<file path="config.mk">
export PLATFORM = sky130hd
export DESIGN_NAME = pcie_trans_ctrl
export DESIGN_NICKNAME = d
export VERILOG_FILES = /design/src/rtl/pcie_ctrl_pkg.sv /design/src/rtl/pcie_vc_arbiter.sv /design/src/rtl/pcie_trans_ctrl.sv
export SDC_FILE = /design/constraint.sdc
export NUM_CORES = 1
export LEC_CHECK = 0
export BUFFER_PORTS_ARGS = -buffer_cell sky130_fd_sc_hd__buf_2
export CAP_MARGIN = 25
export CORE_ASPECT_RATIO = 0.6
export CORE_UTILIZATION = 40
export CTS_CLUSTER_DIAMETER = 120
export DETAILED_ROUTE_END_ITERATION = 12
export GPL_TIMING_DRIVEN = 0
export PLACE_DENSITY = 0.7
export SYNTH_ARGS = -nofsm -noshare
export SYNTH_HDL_FRONTEND = slang
export SYNTH_SLANG_ARGS = --single-unit
</file>
<file path="constraint.sdc">
create_clock -name clk -period 1.9 [get_ports clk]
set_input_delay 0 -clock clk [delete_from_list [all_inputs] [get_ports clk]]
set_output_delay 0 -clock clk [all_outputs]
set_load 0.02 [all_outputs]
</file>
<file path="src/rtl/pcie_ctrl_pkg.sv">
// pcie_ctrl_pkg: shared definitions for the PCIE transaction control slice.
// Contents: controller state encoding and the bit index of each FIFO inside
// the per-FIFO flag vectors, ordered {D1,D0,VC1,VC0,MF} = bits [4:0].
package pcie_ctrl_pkg;

  typedef enum logic [2:0] {
    ST_RESET  = 3'd0,
    ST_INIT   = 3'd1,
    ST_IDLE   = 3'd2,
    ST_ACTIVE = 3'd3,
    ST_ERROR  = 3'd4
  } state_t;

  localparam int IDX_MF  = 0;
  localparam int IDX_VC0 = 1;
  localparam int IDX_VC1 = 2;
  localparam int IDX_D0  = 3;
  localparam int IDX_D1  = 4;

endpackage

</file>
<file path="src/rtl/pcie_vc_arbiter.sv">
// pcie_vc_arbiter: picks which virtual-channel FIFO to pop into the D0/D1 demux.
// Latency: purely combinational, zero cycles.
// Backpressure: no pop while either destination FIFO is almost full.
// Ports:
//   i_en         pop permission from the controller (ACTIVE state only)
//   i_empty_vc0  VC0 empty flag
//   i_empty_vc1  VC1 empty flag
//   i_afull_d0   D0 almost-full flag
//   i_afull_d1   D1 almost-full flag
//   o_pop_vc0    pop VC0 this cycle
//   o_pop_vc1    pop VC1 this cycle (only when VC0 has nothing to give)
module pcie_vc_arbiter (
  input  logic i_en,
  input  logic i_empty_vc0,
  input  logic i_empty_vc1,
  input  logic i_afull_d0,
  input  logic i_afull_d1,
  output logic o_pop_vc0,
  output logic o_pop_vc1
);

  logic w_go;

  assign w_go = i_en & ~(i_afull_d0 | i_afull_d1);

  // Strict VC0 priority; the two pops are mutually exclusive by construction.
  assign o_pop_vc0 = w_go & ~i_empty_vc0;
  assign o_pop_vc1 = w_go &  i_empty_vc0 & ~i_empty_vc1;

endmodule

</file>
<file path="src/rtl/pcie_trans_ctrl.sv">
// pcie_trans_ctrl: sequencing for the PCIE transaction datapath (MF -> VC0/VC1 -> D0/D1).
// Latency: status, Pausa_MF, thresholds and error_src are registered (1 cycle);
//          pop_vc0/pop_vc1 are combinational from the current state and FIFO flags.
// Backpressure: Pausa_MF stalls the main FIFO when a VC FIFO is almost full
//          (always during INIT/ERROR); VC pops stop while D0 or D1 is almost full.
// Ports:
//   clk, reset            clock and asynchronous active-high reset
//   init                  load thresholds / re-initialise
//   umbral_*              threshold inputs, captured into thr_* during INIT
//   fifo_empty/afull/error per-FIFO flag vectors {D1,D0,VC1,VC0,MF}
//   thr_*                 registered thresholds to the FIFOs
//   pop_vc0, pop_vc1      VC pop strobes
//   Pausa_MF              main-FIFO stall
//   active_out/idle_out/error_out  one-hot state status
//   error_src             fifo_error bits captured on ERROR entry
module pcie_trans_ctrl
  import pcie_ctrl_pkg::*;
#(
  parameter int UMB_MF_W = 2,
  parameter int UMB_VC_W = 4,
  parameter int UMB_D_W  = 2,
  parameter int NFIFO    = 5
) (
  input  logic                clk,
  input  logic                reset,
  input  logic                init,
  input  logic [UMB_MF_W-1:0] umbral_MF,
  input  logic [UMB_VC_W-1:0] umbral_VC0,
  input  logic [UMB_VC_W-1:0] umbral_VC1,
  input  logic [UMB_D_W-1:0]  umbral_D0,
  input  logic [UMB_D_W-1:0]  umbral_D1,
  input  logic [NFIFO-1:0]    fifo_empty,
  input  logic [NFIFO-1:0]    fifo_afull,
  input  logic [NFIFO-1:0]    fifo_error,
  output logic [UMB_MF_W-1:0] thr_MF,
  output logic [UMB_VC_W-1:0] thr_VC0,
  output logic [UMB_VC_W-1:0] thr_VC1,
  output logic [UMB_D_W-1:0]  thr_D0,
  output logic [UMB_D_W-1:0]  thr_D1,
  output logic                pop_vc0,
  output logic                pop_vc1,
  output logic                Pausa_MF,
  output logic                active_out,
  output logic                idle_out,
  output logic                error_out,
  output logic [NFIFO-1:0]    error_src
);

  state_t r_state;
  state_t w_next;

  logic w_err;
  logic w_all_empty;
  logic w_unused_afull_mf;

  assign w_err             = |fifo_error;
  assign w_all_empty       = &fifo_empty;
  // The main FIFO's own almost-full flag has no consumer here.
  assign w_unused_afull_mf = fifo_afull[IDX_MF];

  // Next-state logic; an error in any operating state beats init and traffic.
  always_comb begin
    w_next = r_state;
    case (r_state)
      ST_RESET:  w_next = ST_INIT;
      ST_INIT: begin
        if (w_err)      w_next = ST_ERROR;
        else if (!init) w_next = ST_IDLE;
      end
      ST_IDLE: begin
        if (w_err)             w_next = ST_ERROR;
        else if (init)         w_next = ST_INIT;
        else if (!w_all_empty) w_next = ST_ACTIVE;
      end
      ST_ACTIVE: begin
        if (w_err)            w_next = ST_ERROR;
        else if (init)        w_next = ST_INIT;
        else if (w_all_empty) w_next = ST_IDLE;
      end
      ST_ERROR: begin
        if (init) w_next = ST_INIT;
      end
      default:   w_next = ST_RESET;
    endcase
  end

  always_ff @(posedge clk or posedge reset) begin
    if (reset) begin
      r_state <= ST_RESET;
    end else begin
      r_state <= w_next;
    end
  end

  // Status flags are decoded from the next state so they track r_state exactly.
  always_ff @(posedge clk or posedge reset) begin
    if (reset) begin
      active_out <= 1'b0;
      idle_out   <= 1'b0;
      error_out  <= 1'b0;
    end else begin
      active_out <= (w_next == ST_ACTIVE);
      idle_out   <= (w_next == ST_IDLE);
      error_out  <= (w_next == ST_ERROR);
    end
  end

  // Thresholds follow umbral_* while initialising and hold afterwards.
  always_ff @(posedge clk or posedge reset) begin
    if (reset) begin
      thr_MF  <= '0;
      thr_VC0 <= '0;
      thr_VC1 <= '0;
      thr_D0  <= '0;
      thr_D1  <= '0;
    end else if ((r_state == ST_INIT) && init) begin
      thr_MF  <= umbral_MF;
      thr_VC0 <= umbral_VC0;
      thr_VC1 <= umbral_VC1;
      thr_D0  <= umbral_D0;
      thr_D1  <= umbral_D1;
    end
  end

  // Capture only on the transition into ERROR so later errors cannot overwrite it.
  always_ff @(posedge clk or posedge reset) begin
    if (reset) begin
      error_src <= '0;
    end else if ((r_state != ST_ERROR) && (w_next == ST_ERROR)) begin
      error_src <= fifo_error;
    end else if ((r_state != ST_INIT) && (w_next == ST_INIT)) begin
      error_src <= '0;
    end
  end

  always_ff @(posedge clk or posedge reset) begin
    if (reset) begin
      Pausa_MF <= 1'b0;
    end else begin
      case (r_state)
        ST_RESET:          Pausa_MF <= 1'b0;
        ST_INIT, ST_ERROR: Pausa_MF <= 1'b1;
        default:           Pausa_MF <= fifo_afull[IDX_VC0] | fifo_afull[IDX_VC1];
      endcase
    end
  end

  // Enable comes straight from r_state, so an async reset kills pops at once.
  pcie_vc_arbiter u_arb (
    .i_en        (r_state == ST_ACTIVE),
    .i_empty_vc0 (fifo_empty[IDX_VC0]),
    .i_empty_vc1 (fifo_empty[IDX_VC1]),
    .i_afull_d0  (fifo_afull[IDX_D0]),
    .i_afull_d1  (fifo_afull[IDX_D1]),
    .o_pop_vc0   (pop_vc0),
    .o_pop_vc1   (pop_vc1)
  );

endmodule

</file>
==> Word level (Yosys, flattened, before mapping) <==
Index checks and enable logic that the tools add are counted.
{ "word_totals": {"wordCells": 51, "regBits": 26, "output_inout_bits": 25, "input_bits": 32} }
{ "classes": {"n_eq_ne": 10, "n_reduce_logical": 8, "muxes": 13, "bitwise": 9} }
{ "ops": {"columns": ["op", "count"], "rows": [
  ["$mux W3", 9],
  ["$pmux W3 S5", 1],
  ["$eq A3 B2 Y1 const B", 4],
  ["$mux W5", 2],
  ["$eq A3 B1 Y1 const B", 2],
  ["$eq A3 B3 Y1 const B", 2],
  ["$reduce_and A5 Y1", 1],
  ["$reduce_or A5 Y1", 1],
  ["$and A1 B1 Y1", 4],
  ["$logic_and A1 B1 Y1", 3],
  ["$logic_not A3 Y1", 1],
  ["$ne A3 B1 Y1 const B", 1],
  ["$ne A3 B3 Y1 const B", 1],
  ["$not A1 Y1", 3],
  ["$or A1 B1 Y1", 2],
  ["$pmux W1 S2", 1],
  ["$reduce_bool A2 Y1", 1],
  ["$reduce_or A2 Y1", 1]
]} }

==> Longest topological paths before layout <==
{ "depth": {"depth_word": 9, "depth_mapped": 6, "depth_no_buf": 3} }

==> Modules after synthesis <==
Synthesis repeated with hierarchy kept, for this count alone.
{ "hier_totals": {"hier_cells": 93, "area_unflattened_um2": 1217.4} }
{ "by_module_without_submodules": {"columns": ["module", "n_inst", "seq_area_each_um2", "cells_per_inst", "area_each_um2"], "rows": [
  ["pcie_trans_ctrl", 1, 650.6, 90, 1192.4],
  ["pcie_vc_arbiter", 1, 0.0, 3, 25.0]
]} }

==> Worst setup path after synthesis <==
OpenSTA, ideal clock, no wires.
{ "synth_path": {"path_kind": "reg-to-reg", "start": "register r_state[1]", "end": "register thr_D0[1]", "required_time_ns": 1.775, "arrival_time_ns": 1.274, "setup_time_ns": 0.125, "path_stages_with_launch": 7, "n_path_buf": 3, "slack_ns": 0.501, "synth_period_minus_slack_ns": 1.399, "cell_sequence": "dfrtp_1 buf_6 nor2b_4 and3b_1 buf_6 buf_12 mux2_4"} }
{ "synth_between": {"elab_chain_len": 2} }
{ "synth_rtl": {"columns": ["element", "line_no", "rtl"], "rows": [
  ["from (decl)", "pcie_trans_ctrl.sv:49", "state_t r_state;"],
  ["from (signal assigned)", "pcie_trans_ctrl.sv:91", "r_state <= w_next;"],
  ["$eq A3 B1 Y1", "pcie_trans_ctrl.sv:116", "end else if ((r_state == ST_INIT) && init) begin"],
  ["$logic_and A1 B1 Y1", "pcie_trans_ctrl.sv:116", null],
  ["to (signal assigned)", "pcie_trans_ctrl.sv:120", "thr_D0 <= umbral_D0;"],
  ["to (decl)", "pcie_trans_ctrl.sv:38", "output logic [UMB_D_W-1:0] thr_D0,"]
]} }
No other way between the ends.
A chain may end at the register's enable or synchronous reset.

==> Final worst setup path <==
{ "layout_path": {"start": "register r_state[2]", "end": "output port pop_vc1"} }
{ "layout_between": {"elab_chain_len": 4} }
{ "layout_rtl": {"columns": ["element", "line_no", "rtl"], "rows": [
  ["$eq A3 B2 Y1", "pcie_trans_ctrl.sv:150", ".i_en (r_state == ST_ACTIVE),"],
  ["$and A1 B1 Y1", "pcie_vc_arbiter.sv:24", "assign w_go = i_en & ~(i_afull_d0 | i_afull_d1);"],
  ["$and A1 B1 Y1 (2 in a row)", "pcie_vc_arbiter.sv:28", "assign o_pop_vc1 = w_go & i_empty_vc0 & ~i_empty_vc1;"],
  ["to (decl)", "pcie_trans_ctrl.sv:41", "output logic pop_vc1,"]
]} }
No other way between the ends.

==> reports/results.ini <==
[critical_path]
cp_slowest_cell=or4b_4
crit_fanout=5
arrival_ns=1.75
r2r-end=Pausa_MF
max_stage_delay_ns=0.51
cp_num_buf_inv=1
reg2reg_from=r_state[2]
r2r_cells=4
critPathTopFamily=simple AND/OR/NAND/NOR gates
endpoint_kind=output pin
crit_chain=nand2b_1 -> or4b_4 -> nor3b_2 -> buf_2
rrSetupSlack_ns=0.19
crit_start=r_state[2]
critPathLaunchType=flop
crit_type=flop to output pin
required_ns=1.90

[placement]
place_congestion=0.822
io_buffers=54
post-place-ws_ns=0.423
dp_hpwl_um=1970
place_area_um2=1550

[sta]
fin_skew_ns=0.00369
fin_hold_ws_ns=0.0109
fmax_mhz=572
tightestPinTransition_ns=0.356
relSlewSlack_pct=76.2
period_minus_slack_ns=1.75
min_period_over_period_pct=92.1
maxSlewViolCount=0
finalSetupTns_ns=0
setup_violations=0
hold_viol=0
rsz0062_at_grt=false
timing.final.ws_setup_ns=0.151

[global_route]
antenna_found_initial=0
grt_pass1_wl_um=4150
gr-usage-met3_pct=4.24
grt-ovfl-total=0
grtUsageMet1_pct=22.2
grt_usage_pct=17.1
top_usage_layer=met2
use_met2_pct=28.6
grt_max_degree=27
grt_pass1_vias=923

[yosys]
synth_area_um2=1230
ys_warn_count=0
synthArstFlopShare_pct=100
ys_top_cells_by_area=dfrtp_1, mux2_4, mux2_2, a32oi_1, inv_1
synth_cells=90
yosysTopAreaCell=dfrtp_1
avgSynthCellArea_um2=13.6
yosys.cell_count.top_type=dfrtp_1
synth_edf_count=0
synth.distinct_cells=32
yosys.area.top_type_share_pct=53.1
ys_ff_latch=26
synthTopCellsByCount=dfrtp_1, mux2_4, inv_1
syn_nets=122
yosysSeqAreaShare_pct=53.1
synth_ff_type=dfrtp_1

[clock_network]
cts_setup_buffers=0
cts_tree=yes
root_buffer=clkbuf_8
htreeDepth=1
cts.reportedPaths.clkPinSlew_ns=0.09
clockBufferDepth=2
numCtsBuffers=3
clock-sinks=26
clock_latency_ns=0.27

[job]
drv_cap=0

[floorplanning]
num_rows=15
die_area_um2=3300
die_h_um=44.9
ios=57
core_area_um2=2890
start_util_pct=42.4
die_w_um=73.5

[route]
via_per_inst=4.70
drt-initial-drc-count=29
first_pass_iters=4
ant_nets=0
drc=0
wl_per_cell_um=13.6
vias=988
drt-total-wl_um=2860

[cells_and_area]
syn_to_final_growth_pct=50.0
antenna_cells=0
drive_gt1_share_pct=51.2
stdcell_area_um2=1840
final_nets=201

[power]
power_density_nw_per_um2=1450
total_leakage_power_nw=0.888
peakVddDrop_mv=0.693
power_w=0.00267

[min_path]
min_delay_path_depth=3
hold_class=primary input to flop
hold_start=fifo_error[3]
holdPathEnd=error_src[3]

[status]
outcome=completed

[logic make-up after synthesis]
| family | Yosys count | synth area share [%] |
|---|---|---|
| DFF | 26 | 53.1 |
| buffers and inverters | 12 | 6.33 |
| AOI/OAI and AO/OA | 20 | 12.8 |
| and+or+nand+nor | 18 | 11.9 |
| muxes | 14 | 15.9 |
[metal layers]
metal  routed length [um]  vias up
li1                     -      483
met2                 1440       29
met5                    0        -
met3                  100        2
met4                   25        0
met1                 1300      474
[registers in the layout (all words and copies together), names as in the netlist]
name	cells
active_out	1
idle_out	1
thr_VC1	4
thr_MF	2
thr_D0	2
thr_VC0	4
Pausa_MF	1
thr_D1	2
error_out	1
r_state	3
error_src	5
[repair_timing]
action                                  in CTS  in global routing
endpoints found under the setup margin       0                  1
endpoints found under the hold margin       43                  0
hold buffers                                19                  0
gates resized for setup                      0                  2
[per-stage QoR]
stage / util (%) / instances
after floorplan: - / 90
after global placement: 53.6 / 186
after detailed placement: 53.6 / 186
after CTS: 62.6 / 209
after global routing: 63.6 / 210
final: 63.6 / 210
[cell usage in the layout, fill, tap and decap left out, drive strengths merged, types with 3 or more instances in the layout]
| cell type | n |
|---|---|
| nand2b | 3 |
| o21ai | 5 |
| inv | 7 |
| dfrtp | 26 |
| clkbuf | 5 |
| mux2 | 14 |
| nor2 | 3 |
| buf | 58 |
| dlygate4sd3 | 19 |
| a32oi | 5 |
[where the power goes]
group	switching [W]	total [W]	internal (W)
Clock	0.000167	0.000449	0.000282
Sequential	0.000155	0.000952	0.000797
Combinational	0.000643	0.00126	0.000622
[worst max path at each step]
| stage | endpoint | slack [ns] | cells after the start |
|---|---|---|---|
| floorplan | thr_D0[1] | 0.50 | 6 |
| global placement | thr_VC1[1] | 0.43 | 5 |
| detailed placement | thr_VC0[2] | 0.42 | 5 |
| CTS | Pausa_MF | 0.07 | 4 |
| global route | pop_vc1 | 0.08 | 4 |
| finish | pop_vc1 | 0.15 | 4 |
[worst reg2reg max path, cell delays in order (launching register included)]
cell and delay (ns):
dfrtp_1 0.43, clkbuf_2 0.24, a21oi_1 0.09, o32a_1 0.29
dlygate4sd3_1 0.55
[layout make-up]
type | count | area (um2)
Timing Repair Buffer | 74 | 488
Sequential cell | 26 | 651
Clock buffer | 3 | 41.3
Clock inverter | 1 | 30.0
Buffer | 5 | 52.6
Fill cell | 242 | 1050
Tap cell | 42 | 52.6
Inverter | 7 | 26.3
Multi-Input combinational cell | 52 | 498
No activity file was read; power rests on OpenSTA's default activity.
